<file path="src/rtl/morse_tx_arbiter.sv">
// Two-requester Morse LED arbiter with internal unit timebase and inter-message gap.
// Define MORSE_ARB_PRIORITY_EN for fixed priority (requester 0 wins) instead of round-robin.
module morse_tx_arbiter #(
  parameter int TICK_DIV  = 25_000_000,
  parameter int GAP_UNITS = 7,
  parameter int MAX_LEN   = 140
) (
  input  logic       iCLK,
  input  logic       iRST_N,
  input  logic       iEnable,
  input  logic [1:0] iReq,
  input  logic [7:0] iLen0,
  input  logic [7:0] iLen1,
  input  logic       iBit0,
  input  logic       iBit1,
  output logic [7:0] oBitIdx,
  output logic [1:0] oGrant,
  output logic [1:0] oDone,
  output logic       oBusy,
  output logic       oLED
);

  localparam int CW = $clog2(TICK_DIV);
  localparam int GW = (GAP_UNITS > 1) ? $clog2(GAP_UNITS) : 1;
  localparam logic [CW-1:0] UNIT_TC = CW'(TICK_DIV - 1);
  localparam logic [GW-1:0] GAP_TC  = GW'(GAP_UNITS - 1);
  localparam logic [8:0]    MAX9    =
    (MAX_LEN > 255) ? 9'd256 : 9'(MAX_LEN);

  typedef enum logic [1:0] {
    IDLE,
    LOAD,
    SEND,
    GAP
  } state_t;

  state_t        state, state_d;
  logic [CW-1:0] cnt, cnt_d;
  logic [GW-1:0] gcnt, gcnt_d;
  logic [7:0]    len, len_d;
  logic [7:0]    idx_d;
  logic [1:0]    grant_d;
  logic [1:0]    done_d;
  logic          led_d;

  logic       sel;
  logic       win;
  logic [7:0] len_sel;
  logic       bit_sel;
  logic       len_bad;
  logic       unit_end;
  logic       last_bit;

  assign sel      = oGrant[1];
  assign len_sel  = sel ? iLen1 : iLen0;
  assign bit_sel  = sel ? iBit1 : iBit0;
  assign len_bad  = (len_sel == 8'd0) || ({1'b0, len_sel} > MAX9);
  assign unit_end = (cnt == UNIT_TC);
  assign last_bit = (oBitIdx == len - 8'd1);
  assign oBusy    = (state != IDLE);

`ifdef MORSE_ARB_PRIORITY_EN
  assign win = ~iReq[0];
`else
  logic last;

  // last-served requester gets lowest priority on a tie
  assign win = (&iReq) ? ~last : iReq[1];

  always_ff @(posedge iCLK or negedge iRST_N) begin
    if (!iRST_N) begin
      last <= 1'b1;
    end else if (|oGrant && grant_d == 2'b00) begin
      last <= oGrant[1];
    end
  end
`endif

  always_comb begin
    state_d = state;
    cnt_d   = cnt;
    gcnt_d  = gcnt;
    len_d   = len;
    idx_d   = oBitIdx;
    grant_d = oGrant;
    done_d  = 2'b00;
    led_d   = 1'b0;
    unique case (state)
      IDLE: begin
        if (iEnable && |iReq) begin
          grant_d = win ? 2'b10 : 2'b01;
          state_d = LOAD;
        end
      end
      LOAD: begin
        len_d  = len_sel;
        idx_d  = 8'd0;
        cnt_d  = '0;
        gcnt_d = '0;
        if (len_bad) begin
          done_d  = oGrant;
          grant_d = 2'b00;
          state_d = IDLE;
        end else begin
          state_d = SEND;
        end
      end
      SEND: begin
        if (!iReq[sel]) begin
          grant_d = 2'b00;
          cnt_d   = '0;
          state_d = GAP;
        end else begin
          led_d = bit_sel;
          if (unit_end) begin
            cnt_d = '0;
            if (last_bit) begin
              done_d  = oGrant;
              grant_d = 2'b00;
              state_d = GAP;
            end else begin
              idx_d = oBitIdx + 8'd1;
            end
          end else begin
            cnt_d = cnt + CW'(1);
          end
        end
      end
      GAP: begin
        grant_d = 2'b00;
        if (unit_end) begin
          cnt_d = '0;
          if (gcnt == GAP_TC) begin
            gcnt_d  = '0;
            state_d = IDLE;
          end else begin
            gcnt_d = gcnt + GW'(1);
          end
        end else begin
          cnt_d = cnt + CW'(1);
        end
      end
    endcase
  end

  always_ff @(posedge iCLK or negedge iRST_N) begin
    if (!iRST_N) begin
      state   <= IDLE;
      cnt     <= '0;
      gcnt    <= '0;
      len     <= 8'd0;
      oBitIdx <= 8'd0;
      oGrant  <= 2'b00;
      oDone   <= 2'b00;
      oLED    <= 1'b0;
    end else begin
      state   <= state_d;
      cnt     <= cnt_d;
      gcnt    <= gcnt_d;
      len     <= len_d;
      oBitIdx <= idx_d;
      oGrant  <= grant_d;
      oDone   <= done_d;
      oLED    <= led_d;
    end
  end

endmodule

</file>
<file path="config.mk">
export PLATFORM = sky130hd
export DESIGN_NAME = morse_tx_arbiter
export DESIGN_NICKNAME = d
export VERILOG_FILES = /design/src/rtl/morse_tx_arbiter.sv
export SDC_FILE = /design/constraint.sdc
export NUM_CORES = 1
export LEC_CHECK = 0
export CORE_MARGIN = 4
export CORE_UTILIZATION = 55
export DETAILED_ROUTE_END_ITERATION = 7
export GPL_TIMING_DRIVEN = 1
export PLACE_DENSITY = 0.79
export REMOVE_ABC_BUFFERS = 1
export SYNTH_ARGS = -nofsm -noshare
export SYNTH_HDL_FRONTEND = slang
export SYNTH_SLANG_ARGS = --single-unit
</file>
<file path="constraint.sdc">
create_clock -name iCLK -period 7.4 [get_ports iCLK]
set_input_delay 0.74 -clock iCLK [delete_from_list [all_inputs] [get_ports iCLK]]
set_output_delay 0.74 -clock iCLK [all_outputs]
set_load 0.03 [all_outputs]
</file>
# Word-level counts from Yosys, hierarchy flattened
# Index checks and enable logic that the tools add are counted.
[classes]
addsub = 4
order_cmp = 2
n_eq_ne = 14
mux = 37
n_bitwise = 1
reduce_logical = 16
[op_table]
columns = ["op", "count"]
rows = [
  ["case mux 25 bit (3 select lines)", 1],
  ["2-to-1 mux 25 bit", 2],
  ["2-to-1 mux 2 bit", 17],
  ["2-to-1 mux 8 bit", 4],
  ["adder 25 x 1 -> 25 bit (second input constant)", 1],
  ["equality test 25 bit (second input constant)", 1],
  ["case mux 2 bit (4 select lines)", 2],
  ["case mux 8 bit (2 select lines)", 1],
  ["!= test 2 bit (second input constant)", 6],
  ["adder 8 x 1 -> 8 bit (second input constant)", 1],
  ["equality test 8 bit", 1],
  ["greater-than comparator 8 bit (second input constant)", 1],
  ["zero test 8 bit", 1],
  ["subtractor 8 x 1 -> 8 bit (second input constant)", 1],
  ["2-to-1 mux 1 bit", 6],
  ["2-to-1 mux 3 bit", 2],
  ["!= test 3 bit (second input constant)", 2],
  ["case mux 3 bit (2 select lines)", 1],
  ["nonzero test 2 bit", 3],
  ["AND reduction 5 bit", 1],
  ["equality test 2 bit (second input constant)", 2],
  ["zero test 2 bit", 2],
  ["case mux 2 bit (2 select lines)", 1],
  ["AND reduction 2 bit", 2],
  ["other kinds (10)", 12],
]
[word_totals]
register_bits = 52
inputBits = 23
output_inout_bits = 14
elab_cells = 83

# Longest topological paths before layout
# Gate-level depths: netlist of run 1.
[logic_depth]
word_depth = 8
mapped_depth = 9
mapped_depth_nobuf = 9

# Least setup slack after synthesis of run 1
# OpenSTA, ideal clock, no wires.
[synth_timing]
path_type = "reg2reg"
from = "reg cnt[15]"
to = "reg oBitIdx[3]"
setup_ns = 0.066
arrival_ns = 2.631
t_required_ns = 7.334
slack_ns = 4.703
stages_incl_launch_ff = 9
path_buffers = 1
synth_period_minus_slack_ns = 2.697
path_cell_list = "dfrtp_1 -> or4b_1 -> or4_1 -> or3_1 -> buf_6 -> nor2_8 -> nand2_4 -> or4_1 -> nand2_1"
[synth_between]
elab_chain_cells = 3
[synth_lines]
columns = ["element", "line", "rtl"]
rows = [
  ["start, declared", "38", "logic [CW-1:0] cnt, cnt_d;"],
  ["start signal, assigned", "158", "cnt <= cnt_d;"],
  ["equality test 25 bit", "58", "assign unit_end = (cnt == UNIT_TC);"],
  ["!= test 2 bit (no source line)", "--", ""],
  ["AND reduction 4 bit (no source line)", "--", ""],
  ["end signal, assigned", "161", "oBitIdx <= idx_d;"],
  ["end, declared", "16", "output logic [7:0] oBitIdx,"],
]
# No other way between the ends.
# A chain may end at the register's enable or synchronous reset.

# Worst setup path in the final report of run 1
[layout_timing]
from = "reg cnt[15]"
to = "reg cnt[14]"
[layout_between]
elab_chain_cells = 4
[layout_lines]
columns = ["element", "line", "rtl"]
rows = [
  ["equality test 25 bit (*)", "58", ""],
  ["2-to-1 mux 25 bit (*)", "115, 131", ""],
  ["2-to-1 mux 25 bit", "109", "if (!iReq[sel]) begin"],
  ["case mux 25 bit (3 select lines) (*)", "88", "unique case (state)"],
]
# Every way passes the cells marked *; elsewhere a longest branch is shown, timed or not.

==> metrics, run 1 <==
Post-Route Setup TNS 0 ns; Layout Nets 402; type of the tightest min-delay check reg -> reg; CTS Hold Buffers Added 0; status finished, final reports clean; Via density 5.585; clock-pin slew on the worst setup and hold paths 0.09 ns; Post-synth EDFFs 0; Area Overhead vs Synth 17.17%; layout cell share with drive strength beyond 1 5.630%; area of the die 6764 um2; Routed Antenna Nets 0; total power 0.5098 mW; most frequent cells after synthesis dfrtp_1, nor2_1, nand2_1; Seq/Total Area, Yosys 42.96%; row count 26; Sink Count 52; Tot GR Track Use 20.94%; CTS root buf clkbuf_8; Fmax 320.9 MHz; Clock Path Buffers 2; Slew Viols, Final 0; cell accounting for the most synthesized area dfrtp_1; final instance area 3552 um2; Total Wirelength 6296 um; Post-Syn Area per Cell 8.943 um2; DP Area 3431 um2; asr flop ratio synth 100.0%; First-pass DRT Iterations 4; Clock Skew 0.007403 ns; post-synth top area share 42.10%; Post-Syn Area 3032 um2; most common cell in the netlist dfrtp_1; initial antenna violation count 0; final hold vios 0; global placer's final weighted congestion 0.8573; first-pass GRT wire length 11000 um; IO Pins 37; port bufs 36; die width 82.25 um; CP required 7.56 ns; Post-DP HPWL 4601 um; crit share post-route 42.11%; n_diodes 0; Slew headroom 48.18%; CTS H-tree lvls 2; CTS resizes 0; CTS tree yes; # placed instances 435; max cap viols 0; vias 2474; r2r setup slk 4.28 ns; final hold slack 0.4921 ns; final worst path period need 3.116 ns; total grt overflow 0; synth unique cells 55; slowest cell on the critical path nor2_2; top_reg_cell synth dfrtp_1; total core area 5238 um2; Critical Path AT 3.28 ns; final setup fails 0; PD cells 143.5 nW/um2; yosys warns 0; leak pwr 1.491 nW; starting density of the core 57.88%; slowest stage delay, CP 0.58 ns; Cell Chain, Critical Path or4b_1 -> or4_1 -> or3_1 -> o21a_1 -> nor2_2 -> nor2_1; largest net degree at the start of global routing 53; Syn Inst Count 339; crit-path max FO 19; Clk Latency, worst-skew pair 0.30 ns; most area-consuming cells after synthesis dfrtp_1, nor2_1, xor2_1; Die Y 82.25 um; Starting DRT DRC Count 110; unrepaired setup endpoints after global routing false; vias in the first global route 2372; Least-Margin Pin Slew 0.7774 ns; Worst Setup End Kind register; critical path class reg -> reg; Post-route DRC 0; routed len/inst 14.21 um; CTS Buf Count 5; Setup crit start kind register; maximum VDD drop 0.00009144 V; Final Non-Filler Cells 443; Synth Register Bits 52; Post-CTS Setup Bufs 0
-- cells by family (layout without fill, tap and decap cells) --
| group | count (synthesis) | count (layout) | share of synthesized area, % |
|---|---|---|---|
| multiplexers | 12 | 12 | 4.003 |
| AND/OR/NAND/NOR | 149 | 149 | 24.35 |
| XOR/XNOR | 30 | 30 | 8.667 |
| flip-flops | 52 | 52 | 42.96 |
| AO/OA/AOI/OAI | 63 | 63 | 13.58 |
| buffers and inverters | 26 | 60 | 3.549 |
| adder cells (fa/ha/maj) | 7 | 7 | 2.889 |
-- worst paths after layout --
check | to | startpoint | cells after the start
worst max-delay path | cnt[14] | cnt[15] | 6
worst min register to register | last | last | 2
max in group asynchronous | cnt[20] | iRST_N | 2
min in group asynchronous | cnt[0] | iRST_N | 2
worst min-delay path | last | last | 2
worst max register to register | cnt[14] | cnt[15] | 6
-- flip-flops by register name, summed over array words and instances (netlist names), named ones only --
register,flops
cnt,25
len,8
oBitIdx,8
gcnt,3
oDone,2
oGrant,2
last,1
oLED,1
state,1
-- layer usage --
metal  wire length [um]  GRT usage [%]
met5                  0              0
met3                184          3.905
met4                 76          6.312
met1               3069          29.16
met2               2965          33.17
-- critical path: cells and delay by family (launching register included) --
kind / cells / cell delay [ns]
DFF: 1 / 0.41
AOI/OAI and AO/OA: 1 / 0.22
and+or+nand+nor: 5 / 2.34
-- final cells by class --
| class | count | area [um2] |
|---|---|---|
| fill | 434 | 1685 |
| multi-input combinational | 261 | 1622 |
| sequential | 52 | 1303 |
| timing repair buffer | 37 | 362.8 |
| tap | 70 | 87.58 |
| clock buffer | 6 | 82.58 |
| inverter | 15 | 56.30 |
| clock inverter | 2 | 38.79 |
-- per-stage QoR --
stage	setup WS, ns	util [%]
final	4.284	67.82
after global routing	4.102	67.82
after CTS	4.250	67.82
after detailed placement	4.256	65.50
after global placement	4.391	65.50
after floorplan	4.646	-
-- layout by cell type, fill, tap and decap left out, types with 4 or more instances in the layout --
| cell type | netlist | layout |
|---|---|---|
| o211ai_1 | 7 | 7 |
| nor3_1 | 7 | 7 |
| ha_1 | 7 | 7 |
| mux2i_1 | 11 | 11 |
| clkdlybuf4s50_1 | 0 | 35 |
| inv_1 | 15 | 15 |
| nand2_1 | 36 | 36 |
| o31ai_1 | 4 | 4 |
| dfrtp_1 | 51 | 51 |
| nand4_1 | 4 | 4 |
| o21ai_0 | 18 | 18 |
| nand3_1 | 18 | 18 |
| nor2_1 | 50 | 50 |
| clkbuf_8 | 0 | 6 |
| xor2_1 | 16 | 16 |
| a21oi_1 | 14 | 14 |
| nand2b_1 | 4 | 4 |
| xnor2_1 | 14 | 14 |
-- power breakdown --
group          switching, mW  internal, mW
clock network         0.0923         0.111
registers                  0         0.284
logic                 0.0107        0.0123
No activity file was read; power rests on OpenSTA's default activity.
==> run 2: changes to the inputs <==
clock period = 3 ns   (was 7.4 ns; I/O delays follow)
==> metrics, run 2 (same netlist as run 1, synthesis figures left out) <==
Routed Antenna Nets 0; Critical R2R Capture oBitIdx[4]; leak pwr 1.529 nW; maximum VDD drop 0.0002578 V; final worst path period need 2.806 ns; largest net degree at the start of global routing 33; total power 1.164 mW; most frequent cells in the layout dfrtp_1, nor2_1, nand2_1; R2R Path Start cnt[15]; Worst path top cell family by delay simple AND/OR/NAND/NOR gates; Starting DRT DRC Count 135; Clock Skew 0.006905 ns; Die Y 82.25 um; Via density 5.634; final hold vios 0; initial antenna violation count 0; CTS H-tree lvls 2; status finished, final reports clean; n_diodes 0; Slew headroom 47.25%; Area Overhead vs Synth 19.31%; # placed instances 444; unrepaired setup endpoints after global routing false; First-pass DRT Iterations 4; PD cells 321.9 nW/um2; Post-Route Setup TNS 0 ns; commonest non-fill, non-tap cell in the layout dfrtp_1; CTS tree yes; Worst path most repeated cell or4_1; Fmax 356.4 MHz; Filler Cells Inserted 413; vias 2552; Post-CTS Setup Bufs 0; slowest stage delay, CP 0.55 ns; Clock Path Buffers 2; Most flops, register cnt; die width 82.25 um; Clk Latency, worst-skew pair 0.30 ns; flip-flop count of the largest register after layout 25; DP Area 3511 um2; final hold slack 0.4637 ns; multi-input logic area 1628 um2; Final Non-Filler Cells 453; Sink Count 52; CTS Buf Count 5; row count 26; clock-pin slew on the worst setup and hold paths 0.10 ns; WP buf/inv 0; max cap viols 0; Total Wirelength 6519 um; Reg area 1303 um2; starting density of the core 57.88%; Reg2Reg Depth 7; port bufs 36; CP required 3.25 ns; Tot GR Track Use 21.76%; final instance area 3617 um2; Worst Setup End Kind register; Cell Chain, Critical Path or4b_1 -> or4_1 -> or3_4 -> nor2_8 -> nand2_4 -> or4_1 -> nand2_1; global placer's final weighted congestion 0.8666; r2r setup slk 0.19 ns; total grt overflow 0; vias in the first global route 2474; area of the die 6764 um2; Least-Margin Pin Slew 0.7912 ns; final setup fails 0; IO Pins 37; layout cell share with drive strength beyond 1 8.094%; crit-path max FO 10; Post-DP HPWL 4901 um; top flop regs cnt x25, len x8, oBitIdx x8; Slew Viols, Final 0; Setup crit start kind register; CTS root buf clkbuf_8; type of the tightest min-delay check in -> async; critical path class reg -> reg; slowest cell on the critical path or4_1; Layout Nets 412; Post-route DRC 0; first-pass GRT wire length 11500 um; total core area 5238 um2; routed len/inst 14.39 um; Critical Path AT 3.06 ns; crit share post-route 93.52%
==> run 2: changes by cell type in the layout (fill, tap and decap cells not counted), sizes merged <==
| cell | change |
|---|---|
| buf | +9 |
| clkinvlp | +1 |
| bufinv | -1 |
| clkbuf | -1 |
| inv | +1 |
| dlygate4sd3 | +1 |
==> run 2: what timing repair did <==
action	in CTS	in global routing
gates resized for setup	0	2
hold endpoints to repair	19	0
hold buffers	1	0
setup endpoints to repair	0	6
==> run 2: cell type report <==
| type | count | share of cell area [%] |
|---|---|---|
| clock inverters | 3 | 0.5880 |
| well taps | 70 | 2.421 |
| multi-input cells | 261 | 45.00 |
| clock buffers | 5 | 1.902 |
| inverters | 15 | 1.557 |
| repair buffers | 47 | 12.52 |
| flip-flops and latches | 52 | 36.01 |
==> run 2: report_power, final <==
group / internal [mW] / total, mW / switching, mW
sequential: 0.700 / 0.700 / 0
clock: 0.166 / 0.406 / 0.240
combinational: 0.0313 / 0.0582 / 0.0269
total: 0.898 / 1.16 / 0.267
==> run 2: worst max-delay path by stage <==
stage | end | slack [ns] | cells past startpoint | from
floorplan | oBitIdx[3] | 0.25 | 7 | cnt[15]
global placement | oBitIdx[3] | 0.13 | 7 | cnt[15]
detailed placement | oBitIdx[4] | 0.07 | 7 | cnt[15]
CTS | oBitIdx[4] | 0.05 | 7 | cnt[15]
global route | oBitIdx[3] | 0.04 | 7 | cnt[15]
finish | oBitIdx[4] | 0.19 | 7 | cnt[15]
==> run 2: through the flow <==
stage               utilization, %  worst slack, ns
global placement             67.03           0.1346
finish                       69.06           0.1944
global route                 69.06          0.03624
detailed placement           67.03          0.07463
CTS                          68.94          0.05148
floorplan                        -           0.2465
==> run 2: layer usage <==
layer	share of wire [%]	up-vias	GRT usage [%]
met3	3.1	2	3.905
li1	-	1270	-
met5	0	-	0
met4	0.29	0	4.319
met2	50	51	35.50
met1	47	1229	30.43
